### src/rtl/rvga_mem_arbiter.sv
// rvga_mem_arbiter: round-robin arbiter sharing one cacheline memory port between icache and dcache.
// One transaction in flight; the response is routed back to the side that issued it.
module rvga_mem_arbiter #(
    parameter int ADDR_W = 32,
    parameter int LINE_W = 128
) (
    input  logic              clk,
    input  logic              rst_n,
    input  logic              i_req_v,
    input  logic [ADDR_W-1:0] i_addr,
    output logic              i_ready,
    output logic              i_resp_v,
    output logic [LINE_W-1:0] i_rdata,
    input  logic              d_req_v,
    input  logic              d_we,
    input  logic [ADDR_W-1:0] d_addr,
    input  logic [LINE_W-1:0] d_wdata,
    output logic              d_ready,
    output logic              d_resp_v,
    output logic [LINE_W-1:0] d_rdata,
    output logic              mem_req_v,
    output logic              mem_we,
    output logic [ADDR_W-1:0] mem_addr,
    output logic [LINE_W-1:0] mem_wdata,
    input  logic              mem_ready,
    input  logic              mem_resp_v,
    input  logic [LINE_W-1:0] mem_rdata
);
    typedef enum logic [1:0] {IDLE, ISSUE, WAIT, RESP} state_t;

    state_t            state, state_nx;
    logic              owner_d, last_d, we_q;
    logic [ADDR_W-1:0] addr_q;
    logic [LINE_W-1:0] wdata_q, rdata_q;
    logic              grant_i, grant_d, capture;

    // Ties go to whichever side was not granted last; grants are held off while reset is asserted.
    always_comb begin
        state_nx = state;
        grant_i  = 1'b0;
        grant_d  = 1'b0;
        capture  = 1'b0;
        case (state)
            IDLE: begin
                grant_d  = rst_n && d_req_v && (!i_req_v || !last_d);
                grant_i  = rst_n && i_req_v && !grant_d;
                state_nx = (grant_i || grant_d) ? ISSUE : IDLE;
            end
            ISSUE: begin
                capture  = mem_ready && mem_resp_v;
                state_nx = mem_ready ? (mem_resp_v ? RESP : WAIT) : ISSUE;
            end
            WAIT: begin
                capture  = mem_resp_v;
                state_nx = mem_resp_v ? RESP : WAIT;
            end
            default: state_nx = IDLE;
        endcase
    end

    always_ff @(posedge clk or negedge rst_n) begin
        if (!rst_n) begin
            state   <= IDLE;
            owner_d <= 1'b0;
            last_d  <= 1'b0;
            we_q    <= 1'b0;
            addr_q  <= '0;
            wdata_q <= '0;
            rdata_q <= '0;
        end else begin
            state <= state_nx;
            if (grant_i || grant_d) begin
                owner_d <= grant_d;
                last_d  <= grant_d;
                we_q    <= grant_d && d_we;
                addr_q  <= grant_d ? d_addr : i_addr;
            end
            if (grant_d)
                wdata_q <= d_wdata;
            if (capture)
                rdata_q <= mem_rdata;
        end
    end

    assign i_ready   = grant_i;
    assign d_ready   = grant_d;
    assign mem_req_v = state == ISSUE;
    assign mem_we    = we_q;
    assign mem_addr  = addr_q;
    assign mem_wdata = wdata_q;
    assign i_resp_v  = state == RESP && !owner_d;
    assign d_resp_v  = state == RESP && owner_d;
    assign i_rdata   = rdata_q;
    assign d_rdata   = rdata_q;
endmodule

### config.mk
export PLATFORM = sky130hd
export DESIGN_NAME = rvga_mem_arbiter
export DESIGN_NICKNAME = d
export VERILOG_FILES = /design/src/rtl/rvga_mem_arbiter.sv
export SDC_FILE = /design/constraint.sdc
export NUM_CORES = 1
export LEC_CHECK = 0
export CORE_AREA = 2 2 289 291
export DETAILED_ROUTE_END_ITERATION = 7
export DIE_AREA = 0 0 291 293
export PLACE_DENSITY = 0.43
export SLEW_MARGIN = 25
export SYNTH_ARGS = -nofsm -noshare
export SYNTH_HDL_FRONTEND = slang
export SYNTH_SLANG_ARGS = --single-unit
### constraint.sdc
create_clock -name clk -period 2.3 [get_ports clk]
set_input_delay 0.345 -clock clk [delete_from_list [all_inputs] [get_ports clk]]
set_output_delay 0.345 -clock clk [all_outputs]
set_load 0.02 [all_outputs]
==> metrics.yaml <==
logic_synthesis:
  ys_ff_latch: 292
  synth-edff-count: 0
  synth_area_per_cell_sq_um: 14.5
  synth_top_area_share_pct: 57.3
  synth_top_area_cell: "dfrtp_1"
  async_flop_share_pct: 100
  synth_cell_types: 28
  synthTopCellsByCount: "292 x dfrtp_1, 156 x mux2_2, 140 x buf_4"
  synthTopCellsByArea: "dfrtp_1 57%, mux2_2 14%, mux2_4 12%, buf_4 8.2%, a31oi_1 1.6%"
  synth_cells: 881
  synthesis.nets: 1213
  ys_seq_area_share_pct: 57.3
  yosysWarnings: 0
  synth_area_sq_um: 12700
  ys.flop_type: "dfrtp_1"
  synth_most_common_cell: "dfrtp_1"
sta:
  worst_slack_ps: 118
  timing.fmax_ghz: 0.458
  final_max_slew_viol_count: 0
  hold_viol_final: 0
  min_period_ps: 2180
  setup_viol: 0
  tns_ps: 0
  relSlewSlack_pct: 45.6
  fin_crit_sh_pct: 94.9
  tightest_slew_ps: 815
  rsz0062_at_grt: "false"
  fin_worst_skew_ps: 10.2
power:
  leakage_nw: 8.91
  p_sw_w: 0.0131
  p_seq_share_pct: 28.9
  combPwrFrac_pct: 53.5
  switching_share_pct: 38.2
  power_frac_clock_pct: 17.6
  peakVddDrop_uv: 637
  p_int_w: 0.0212
  power_density_nw_per_um2: 1550
floorplanning:
  rows: 105
  die_y_um: 293
  die_w_um: 291
  start_util_pct: 15.6
  core_sq_um: 81800
  ios: 749
  dieArea_sq_um: 85300
clock_network:
  cts_tree: "built"
  cts-buffers-inserted: 38
  htree_levels: 2
  ctsLongestPathBuffers: 3
  clkTransAtPathRegs_ps: 50
  clock-sinks: 292
  root_buffer: "clkbuf_16"
  insertion_delay_ps: 540
finish:
  final_util_pct: 27.0
  syn_to_final_growth_pct: 73.3
  drive_gt1_share_pct: 23.4
  fillers: 8398
  stdcell_count: 2637
  nNetsFinal: 1870
setup_path:
  worstSetupPathType: "reg2out"
  path_cells: "inv_2 > ha_4 > nand3_1 > a21oi_1 > dlygate4sd2_1"
  crit_cells: 5
  required_ps: 1960
  path_buf_inv: 2
  cp_slowest_stage_delay_ps: 420
  crit_arrival_ps: 1840
  cp_top_family: "buffers and inverters"
  critPathLaunchType: "flop"
  rr_worst_depth: 8
  slowest_stage: "dfrtp_1"
  cp-end-kind: "primary output"
  crit_fanout: 6
global_routing:
  grt_max_degree: 125
  grt_pass1_vias: 10200
  grt-ovfl-total: 0
  grt_antenna_before_repair: 5
  grt_pass1_wl_um: 72000
  track_usage_pct: 11.4
drt:
  first_pass_iters: 4
  antenna_left: 0
  wl_um: 50900
  num_vias: 9528
  wl_per_cell_um: 19.3
  drcViolationCount: 0
  viasPerCell: 3.61
  drt_iter0_markers: 337
placed_design:
  place_hpwl_um: 39600
  globalplace.congestion: 0.758
  preCtsSetupSlack_ps: 75.0
  placed_cells: 2564
  port_buffers: 748
min_path:
  min_path_type: "in2async"
flow_run:
  cap_viol_max_count: 0
status:
  status: "complete, no violations"
-- metrics by stage --
stage / power [W] / cell area [sq um] / hold slack (ps)
floorplan: 0.0198 / 12700 / 49.4
detailed placement: 0.0285 / 20800 / 197
global placement: 0.0285 / 20800 / 196
global route: 0.0359 / 22100 / 251
finish: 0.0343 / 22100 / 257
CTS: 0.0349 / 22100 / 236
-- logic make-up (layout without fill, tap and decap cells) --
| kind of cell | count (synthesis) | after routing | synth area share [%] |
|---|---|---|---|
| other cells | 0 | 4 | 0 |
| buf+inv | 180 | 862 | 10.6 |
| compound gates | 104 | 104 | 4.52 |
| flops | 292 | 292 | 57.3 |
| simple gates | 43 | 43 | 1.48 |
| mux | 257 | 257 | 25.6 |
| fa+ha+maj | 5 | 5 | 0.491 |
-- final timing paths --
check	start	to	slack [ps]
setup / recovery	state[1]	i_ready	120
hold / removal	rst_n	mem_addr[7]	260
setup reg to reg	state[1]	mem_wdata[120]	160
hold reg to reg	mem_wdata[96]	mem_wdata[96]	500
max in group asynchronous	rst_n	mem_wdata[82]	780
min in group clk	i_addr[11]	mem_addr[11]	370
-- layout by cell type, fill, tap and decap left out, types with 7 or more instances in the layout --
| cell | synthesis | routed |
|---|---|---|
| clkdlybuf4s50_1 | 0 | 742 |
| dfrtp_1 | 292 | 292 |
| mux2_2 | 156 | 156 |
| mux2_4 | 100 | 100 |
| clkbuf_16 | 0 | 38 |
| a21oi_1 | 35 | 34 |
| o21ai_0 | 32 | 32 |
| a31oi_1 | 32 | 32 |
| nor2_1 | 32 | 32 |
| buf_4 | 140 | 29 |
| buf_12 | 0 | 15 |
| clkbuf_8 | 0 | 10 |
| clkbuf_1 | 12 | 7 |
-- per-layer routing --
layer | vias to the layer above | GRT usage [%] | wire (um)
met5 | - | 0 | 0
met4 | 0 | 3.70 | 1510
met3 | 70 | 3.58 | 3710
met2 | 459 | 20.6 | 26400
met1 | 4743 | 12.6 | 19300
li1 | 4256 | - | -
-- what timing repair did --
item	in CTS	in global routing
hold buffers	1	0
endpoints found under the setup margin	5	0
hold endpoints to repair	15	0
resized for setup	7	0
setup buffers	2	0
-- sequential cells by signal (all words and copies together), names as in the netlist --
name and cells:
d_rdata 128, last_d 1, mem_addr 32, mem_wdata 128, mem_we 1, state 2
-- final cells by class --
type | count | area (sq um) | area share (%)
antenna | 4 | 10.0 | 0.0453
clock buffer | 55 | 1110 | 5.05
clock inverter | 10 | 150 | 0.680
inverter | 4 | 15.0 | 0.0680
multi-input combinational | 409 | 4120 | 18.6
sequential | 292 | 7310 | 33.1
tap | 1070 | 1340 | 6.06
timing repair buffer | 793 | 8040 | 36.4
-- power by group through the flow --
| stage | Sequential, W | Clock [W] | Combinational [W] |
|---|---|---|---|
| 3_5_place_dp | 0.0100 | 0 | 0.0185 |
| 3_3_place_gp | 0.0100 | 0 | 0.0184 |
| 4_1_cts | 0.0100 | 0.00635 | 0.0186 |
| 2_1_floorplan | 0.0125 | 0 | 0.00725 |
| 6_report | 0.00991 | 0.00605 | 0.0184 |
| 5_1_grt | 0.0103 | 0.00652 | 0.0191 |
-- worst reg2reg max path, delay by kind of cell, from the launching register on --
family | cells | cell delay [ps]
buffers and inverters | 4 | 770
DFF | 1 | 420
muxes | 1 | 340
and+or+nand+nor | 2 | 290
adders and majority gates | 1 | 190
No activity file was read; power rests on OpenSTA's default activity.
